### src/rtl/vga_scan_gen_if.sv
// Scan-generator bundle: pixel/animation enables in, raster position,
// sync decodes, frame pulse and logo offset out.
//   master : the scan generator (drives timing outputs)
//   slave  : the consumer/painter (drives the enables)
interface vga_scan_gen_if;
   logic        pix_en;
   logic        anim_en;
   logic [10:0] x;
   logic [10:0] y;
   logic        hsync;
   logic        vsync;
   logic        video_on;
   logic        frame_start;
   logic [10:0] delt;

   modport master (
      input  pix_en, anim_en,
      output x, y, hsync, vsync, video_on, frame_start, delt
   );

   modport slave (
      output pix_en, anim_en,
      input  x, y, hsync, vsync, video_on, frame_start, delt
   );
endinterface

### src/rtl/vga_scan_gen.sv
// VGA raster scan generator with a bouncing horizontal logo offset.
//
// Ports:
//   clk  : single clock, all state changes on its rising edge
//   rst  : synchronous, active-high reset
//   bus  : vga_scan_gen_if.master
//          pix_en      pixel-rate enable; counters/animation advance only when high
//          anim_en     logo offset animation enable
//          x, y        current horizontal/vertical count (11 bit)
//          hsync/vsync active-high sync decodes of x/y
//          video_on    (x,y) inside the visible area
//          frame_start one-cycle pulse after the raster wraps to (0,0)
//          delt        horizontal logo offset, 0..DELT_MAX
//
// Animation FSM
//   state    | meaning
//   ---------+-------------------------------------------------
//   ST_RIGHT | offset grows by DELT_STEP per frame, clamps at DELT_MAX
//   ST_LEFT  | offset shrinks by DELT_STEP per frame, clamps at 0
module vga_scan_gen #(
   parameter int H_VIS     = 800,
   parameter int H_FP      = 40,
   parameter int H_SYNC    = 128,
   parameter int H_BP      = 88,
   parameter int V_VIS     = 600,
   parameter int V_FP      = 1,
   parameter int V_SYNC    = 4,
   parameter int V_BP      = 23,
   parameter int DELT_MAX  = 200,
   parameter int DELT_STEP = 2
) (
   input  logic           clk,
   input  logic           rst,
   vga_scan_gen_if.master bus
);

   localparam logic [10:0] H_LAST   = 11'(H_VIS + H_FP + H_SYNC + H_BP - 1);
   localparam logic [10:0] V_LAST   = 11'(V_VIS + V_FP + V_SYNC + V_BP - 1);
   localparam logic [10:0] HS_BEG   = 11'(H_VIS + H_FP);
   localparam logic [10:0] HS_END   = 11'(H_VIS + H_FP + H_SYNC);
   localparam logic [10:0] VS_BEG   = 11'(V_VIS + V_FP);
   localparam logic [10:0] VS_END   = 11'(V_VIS + V_FP + V_SYNC);
   localparam logic [10:0] H_VIS_W  = 11'(H_VIS);
   localparam logic [10:0] V_VIS_W  = 11'(V_VIS);
   localparam logic [10:0] D_MAX    = 11'(DELT_MAX);
   localparam logic [10:0] D_STEP   = 11'(DELT_STEP);

   typedef enum logic {
      ST_RIGHT = 1'b0,
      ST_LEFT  = 1'b1
   } state_t;

   state_t      state_q;
   state_t      state_nxt;
   logic [10:0] x_q;
   logic [10:0] y_q;
   logic [10:0] delt_q;
   logic [10:0] delt_nxt;
   logic        frame_start_q;
   logic        x_wrap;
   logic        y_wrap;
   logic        frame_wrap;

   assign x_wrap     = (x_q == H_LAST);
   assign y_wrap     = (y_q == V_LAST);
   assign frame_wrap = bus.pix_en & x_wrap & y_wrap;

   // raster counters
   always_ff @(posedge clk) begin
      if (rst) begin
         x_q <= '0;
         y_q <= '0;
      end else if (bus.pix_en) begin
         if (x_wrap) begin
            x_q <= '0;
            y_q <= y_wrap ? 11'd0 : y_q + 11'd1;
         end else begin
            x_q <= x_q + 11'd1;
         end
      end
   end

   // Pulse follows the wrap edge itself, so it clears on the next clk edge
   // even if pix_en is low then.
   always_ff @(posedge clk) begin
      if (rst) begin
         frame_start_q <= 1'b0;
      end else begin
         frame_start_q <= frame_wrap;
      end
   end

   // animation FSM: state register
   always_ff @(posedge clk) begin
      if (rst) begin
         state_q <= ST_RIGHT;
         delt_q  <= '0;
      end else begin
         state_q <= state_nxt;
         delt_q  <= delt_nxt;
      end
   end

   // animation FSM: next state. Moves only on the frame-wrap edge so the new
   // offset appears together with frame_start. delt never exceeds D_MAX, and
   // D_MAX+D_STEP fits in 11 bits, so the sum below cannot overflow.
   always_comb begin
      state_nxt = state_q;
      delt_nxt  = delt_q;
      if (frame_wrap && bus.anim_en) begin
         case (state_q)
            ST_RIGHT: begin
               if (delt_q + D_STEP >= D_MAX) begin
                  delt_nxt  = D_MAX;
                  state_nxt = ST_LEFT;
               end else begin
                  delt_nxt  = delt_q + D_STEP;
               end
            end
            ST_LEFT: begin
               if (delt_q <= D_STEP) begin
                  delt_nxt  = '0;
                  state_nxt = ST_RIGHT;
               end else begin
                  delt_nxt  = delt_q - D_STEP;
               end
            end
            default: begin
               delt_nxt  = '0;
               state_nxt = ST_RIGHT;
            end
         endcase
      end
   end

   // outputs: raster decodes, blanked while reset is asserted
   always_comb begin
      bus.x           = x_q;
      bus.y           = y_q;
      bus.delt        = delt_q;
      bus.frame_start = frame_start_q;
      bus.hsync       = 1'b0;
      bus.vsync       = 1'b0;
      bus.video_on    = 1'b0;
      if (!rst) begin
         bus.hsync    = (x_q >= HS_BEG) && (x_q < HS_END);
         bus.vsync    = (y_q >= VS_BEG) && (y_q < VS_END);
         bus.video_on = (x_q < H_VIS_W) && (y_q < V_VIS_W);
      end
   end

endmodule

### src/flat_wrapper.sv
// flat-port wrapper written by rule: the top's interface ports become plain ports
module vga_scan_gen_flat 
#(
   parameter int H_VIS     = 800,
   parameter int H_FP      = 40,
   parameter int H_SYNC    = 128,
   parameter int H_BP      = 88,
   parameter int V_VIS     = 600,
   parameter int V_FP      = 1,
   parameter int V_SYNC    = 4,
   parameter int V_BP      = 23,
   parameter int DELT_MAX  = 200,
   parameter int DELT_STEP = 2
)
  (clk, rst, bus_pix_en, bus_anim_en, bus_x, bus_y, bus_hsync, bus_vsync, bus_video_on, bus_frame_start, bus_delt);
  vga_scan_gen_if bus_i ();
  input  logic clk;
  input  logic rst;
  input wire logic [$bits(bus_i.pix_en)-1:0] bus_pix_en;
  input wire logic [$bits(bus_i.anim_en)-1:0] bus_anim_en;
  output wire logic [$bits(bus_i.x)-1:0] bus_x;
  output wire logic [$bits(bus_i.y)-1:0] bus_y;
  output wire logic [$bits(bus_i.hsync)-1:0] bus_hsync;
  output wire logic [$bits(bus_i.vsync)-1:0] bus_vsync;
  output wire logic [$bits(bus_i.video_on)-1:0] bus_video_on;
  output wire logic [$bits(bus_i.frame_start)-1:0] bus_frame_start;
  output wire logic [$bits(bus_i.delt)-1:0] bus_delt;
  assign bus_i.pix_en = bus_pix_en;
  assign bus_i.anim_en = bus_anim_en;
  assign bus_x = bus_i.x;
  assign bus_y = bus_i.y;
  assign bus_hsync = bus_i.hsync;
  assign bus_vsync = bus_i.vsync;
  assign bus_video_on = bus_i.video_on;
  assign bus_frame_start = bus_i.frame_start;
  assign bus_delt = bus_i.delt;
  vga_scan_gen #(.H_VIS(H_VIS), .H_FP(H_FP), .H_SYNC(H_SYNC), .H_BP(H_BP), .V_VIS(V_VIS), .V_FP(V_FP), .V_SYNC(V_SYNC), .V_BP(V_BP), .DELT_MAX(DELT_MAX), .DELT_STEP(DELT_STEP)) u_core (.clk(clk), .rst(rst), .bus(bus_i));
endmodule
### config.mk
export PLATFORM = sky130hd
export DESIGN_NAME = vga_scan_gen_flat
export DESIGN_NICKNAME = d
export VERILOG_FILES = /design/src/rtl/vga_scan_gen_if.sv /design/src/rtl/vga_scan_gen.sv /design/src/flat_wrapper.sv
export SDC_FILE = /design/constraint.sdc
export NUM_CORES = 1
export LEC_CHECK = 0
export CAP_MARGIN = 10
export CORE_MARGIN = 8
export CORE_UTILIZATION = 63
export CTS_BUF_LIST = sky130_fd_sc_hd__clkbuf_16
export DETAILED_ROUTE_END_ITERATION = 8
export DONT_BUFFER_PORTS = 1
export PLACE_DENSITY_LB_ADDON = 0.05
export SYNTH_ARGS = -nofsm -noshare
export SYNTH_HDL_FRONTEND = slang
export SYNTH_SLANG_ARGS = --single-unit
### constraint.sdc
create_clock -name clk -period 2.4 [get_ports clk]
set_clock_uncertainty 0.15 [all_clocks]
set_input_delay 0.36 -clock clk [delete_from_list [all_inputs] [get_ports clk]]
set_output_delay 0.36 -clock clk [all_outputs]
set_load 0.01 [all_outputs]
**Yosys cells after proc, flatten, opt, wreduce, memory -nomap -nowiden**

Cells that the tools add are included.

- Register bits: 35

- $add $sub $neg: 4
- Mux-type cells: 11
- Bitwise gates (word level): 3
- $lt $le $gt $ge: 8
- Reductions and logical operators: 5
- Equal/unequal tests: 2

Operator list:

| operator | count |
|---|---|
| $lt A11 B10 Y1 const B | 4 |
| $mux W11 | 4 |
| $add A11 B1 Y11 const B | 2 |
| $ge A11 B10 Y1 const B | 2 |
| $pmux W11 S2 | 1 |
| $add A11 B2 Y11 const B | 1 |
| $eq A11 B10 Y1 const B | 1 |
| $eq A11 B11 Y1 const B | 1 |
| $ge A11 B8 Y1 const B | 1 |
| $le A11 B2 Y1 const B | 1 |
| $sub A11 B2 Y11 const B | 1 |
| $mux W1 | 5 |
| $logic_and A1 B1 Y1 | 4 |
| $and A1 B1 Y1 | 2 |
| $pmux W1 S2 | 1 |
| $reduce_and A2 Y1 | 1 |
| $not A1 Y1 | 1 |

**Depth between registers and ports, before layout**

- Depth after elaboration: 4
- Depth in mapped cells: 9
- Depth with buffers taken out: 8

**Least setup slack after synthesis**

Ideal clock, no wire load.

- Path type: register to register
- From: register u_core.y_q[0], in the netlist u_core.bus.y[0]
- To: register u_core.delt_q[3], in the netlist u_core.bus.delt[3]
- Stages on the path, launching flop included: 7
- Path buffers: 1
- Required time: 2130 ps
- Setup slack: 191 ps
- Clock period less this slack: 2209 ps
- Arrival time: 1939 ps
- Path through: dfxtp_1 -> ha_1 -> nand4bb_1 -> nor4_1 -> nand3_1 -> clkbuf_1 -> o31a_1

- Longest elaborated chain between the ends: 3

RTL lines:

| what | line | RTL |
|---|---|---|
| from (decl) | vga_scan_gen.sv:56 | `logic [10:0] y_q;` |
| from (signal assigned) | vga_scan_gen.sv:76 | `y_q <= y_wrap ? 11'd0 : y_q + 11'd1;` |
| $eq A11 B10 Y1 | vga_scan_gen.sv:65 | `assign y_wrap = (y_q == V_LAST);` |
| $and A1 B1 Y1 | vga_scan_gen.sv:66 | `assign frame_wrap = bus.pix_en & x_wrap & y_wrap;` |
| $logic_and A1 B1 Y1 | vga_scan_gen.sv:110 | `if (frame_wrap && bus.anim_en) begin` |
| to (signal assigned) | vga_scan_gen.sv:100 | `delt_q <= delt_nxt;` |
| to (decl) | vga_scan_gen.sv:57 | `logic [10:0] delt_q;` |

No other way between the ends.
A chain may end at the register's enable or synchronous reset.

**Worst setup path after layout**

- From: register u_core.y_q[6], in the netlist u_core.bus.y[6]
- To: output port bus_video_on

- Longest elaborated chain between the ends: 3

RTL lines:

| what | line | RTL |
|---|---|---|
| $lt A11 B10 Y1 | vga_scan_gen.sv:148 | `bus.video_on = (x_q < H_VIS_W) && (y_q < V_VIS_W);` |
| $logic_and A1 B1 Y1 | vga_scan_gen.sv:148 |  |
| $mux W1 | vga_scan_gen.sv:145 | `if (!rst) begin` |
| to (decl) | flat_wrapper.sv:25 | `output wire logic [$bits(bus_i.video_on)-1:0] bus_video_on;` |

No other way between the ends.

==> impl_metrics.tcl <==
set metrics [dict create \
    diodes 0 \
    multi_input_area_mm2 0.00131 \
    yosysSeqAreaShare_pct 32.3 \
    grt_remaining_overflow 0 \
    wl_met1_mm 2.35 \
    nNetsFinal 300 \
    holdPathStages 1 \
    relSlewSlack_pct 62.2 \
    post-dp-hpwl_mm 3.91 \
    drive_above_1_share_pct 13.4 \
    drt_iter0_markers 152 \
    p_per_area_mw_per_mm2 499 \
    avgSynthCellArea_um2 7.76 \
    gp_congestion 0.931 \
    r2r_cells 5 \
    ff2ff_setup_slack_ns 0.16 \
    dieArea_mm2 0.00546 \
    rsz0062_at_grt "false" \
    status "complete, but fails checks" \
    syn_inst 272 \
    numPortBuffers 0 \
    synth_fp_nets 283 \
    min_period_over_period_pct 94.9 \
    core_mm2 0.00328 \
    initial_core_util_pct 64.2 \
    htree_levels 2 \
    required_ns 1.89 \
    placementRows 21 \
    ys_types 47 \
    crit_arrival_ns 1.77 \
    critPathLaunchType "flop" \
    clkTransAtPathRegs_ns 0.06 \
    cts_root_buffer "clkbuf_16" \
    dr_wl_met2_mm 2.73 \
    drv_slew 0 \
    grt_pass1_vias 1897 \
    cp_max_fo 5 \
    drtAntennaViolNets 0 \
    tightest_slew_ns 0.562 \
    async_flop_share_pct 0 \
    maxCapViolations 0 \
    ir_drop_uv 414 \
    finalSetupTns_ns 0 \
    avgViaCountPerCell 6.13 \
    synthFlopType "dfxtp_1" \
    die_h_um 73.9 \
    synth_seq_cells 34 \
    cts_made_buffers 5 \
    setup_violations 0 \
    whs_ns -0.000618 \
    die_w_um 73.9 \
    areaGrowthSynthToFinish_pct 15.9 \
    clock_latency_ns 0.28 \
    finalHoldViolations 2 \
    grt_pass1_wl_mm 9.16 \
    r2r_start "u_core.bus.x[3]" \
    final_cell_mix "34 x nor2_1, 34 x dfxtp_1, 27 x buf_4" \
    worstSetupPathType "flop to primary output" \
    period_needed_ns 2.28 \
    p_total_mw 1.22 \
    wirelength_mm 5.57 \
    cp-endpoint "bus_video_on" \
    cts_tree "yes" \
    r2r-end "u_core.bus.delt[7]" \
    cts_buffer_depth 2 \
    drc_errors 0 \
    dr.pass1.iters 5 \
    cts_setup_buffers 0 \
    ff_latch_area_um2 681 \
    hp-class "primary input to flop" \
    p_leak_nw 0.931 \
    ios 41 \
    crit_path_end_kind "primary output" \
    max_freq_mhz 439 \
    yosysWarnings 0 \
    nFillCells 255 \
    cts_sinks 34 \
    routed-wl-met3_um 436 \
    grt_max_degree 16 \
    instances_no_fill 336 \
    violations "hold timing" \
    grt_util_all_layers_pct 21.1 \
    dp_cells 326 \
    wl_per_cell_um 16.6 \
    vias 2058 \
    crit_start "u_core.bus.y[6]" \
    top_layer "met4" \
    synth_area_mm2 0.00211 \
    antenna_found_initial 0 \
    synth_edf_count 0 \
]
==> worst max-delay path, stage by stage (launching register included) <==
cell	delay [ns]
dfxtp_1	0.39
a211o_1	0.35
a2111oi_2	0.35
o21ai_1	0.15
a31oi_2	0.24
==> metal layers <==
layer	vias to the layer above	global-route usage [%]
li1	1006	-
met1	971	25.6
met2	73	35.3
met3	8	5.73
met4	0	5.76
met5	-	0
==> cells in the mapped netlist (4+ instances only) <==
master	count	share of area [%]
dfxtp_1	34	32
inv_1	9	1.6
or3_1	5	1.5
nor4_1	5	1.5
a21oi_1	20	4.7
nand2_1	22	3.9
mux2i_1	4	1.9
clkbuf_1	9	1.6
buf_2	5	1.2
xnor2_1	6	2.5
nor3_1	14	3.3
and4_1	4	1.7
nand4_1	11	3.3
nor2_1	34	6.0
o21ai_0	14	3.3
nand3_1	8	1.9
xor2_1	13	5.4
a31oi_1	4	1.2
ha_1	7	4.2
==> through the flow <==
stage | setup WS [ns] | instance area (µm²) | hold slack [ns] | util [%]
2_1_floorplan | 0.191 | 2110 | 0.371 | -
3_3_place_gp | 0.143 | 2270 | 0.283 | 69.1
3_5_place_dp | 0.0450 | 2270 | 0.285 | 69.1
4_1_cts | 0.0110 | 2430 | 0.00120 | 74.1
5_1_grt | 0.00511 | 2440 | 0.000271 | 74.4
6_report | 0.122 | 2440 | -0.000618 | 74.4
==> area by class of cell <==
class / count / area share (%)
multi-input combinational: 210 / 53.7
inverter: 9 / 1.38
tap: 46 / 2.35
clock inverter: 3 / 0.512
timing repair buffer: 29 / 9.11
clock buffer: 5 / 5.12
sequential: 34 / 27.8
==> sequential cells by signal, summed over array words and instances, names as in the netlist <==
signal                  flops
u_core.bus.x               11
u_core.bus.delt            10
u_core.state_q              1
u_core.bus.frame_start      1
u_core.bus.y               11
==> how the worst min path moves through the flow <==
stage                    startpoint                 end
detailed placement              rst  u_core.bus.delt[7]
global placement                rst  u_core.bus.delt[1]
floorplan           u_core.bus.x[4]     u_core.bus.x[4]
finish                          rst     u_core.bus.x[4]
global route                    rst  u_core.bus.delt[5]
CTS                             rst  u_core.bus.delt[5]
==> cells by family (layout without fill, tap and decap cells) <==
family                     count (synthesis)  count (layout)  synth area share [%]
and+or+nand+nor                          117             117                  28.1
DFF                                       34              34                  32.3
buffers and inverters                     28              46                  6.35
muxes                                      4               4                  1.90
AOI/OAI and AO/OA                         62              62                  19.2
adders and majority gates                  7               7                  4.15
other                                      1               1                 0.178
xor gates and xnor gates                  19              19                  7.89
==> timing repair <==
action	4_1_cts	5_1_grt
setup endpoints to repair	1	5
gates resized for setup	2	3
hold buffers	2	0
hold endpoints to repair	8	0
==> power breakdown <==
| group | internal, mW | switching (mW) | total, mW |
|---|---|---|---|
| Clock | 0.375 | 0.239 | 0.614 |
| Sequential | 0.568 | 0.00181 | 0.570 |
| Combinational | 0.0152 | 0.0218 | 0.0371 |
Note: power is estimated with default switching activity, not from simulation.
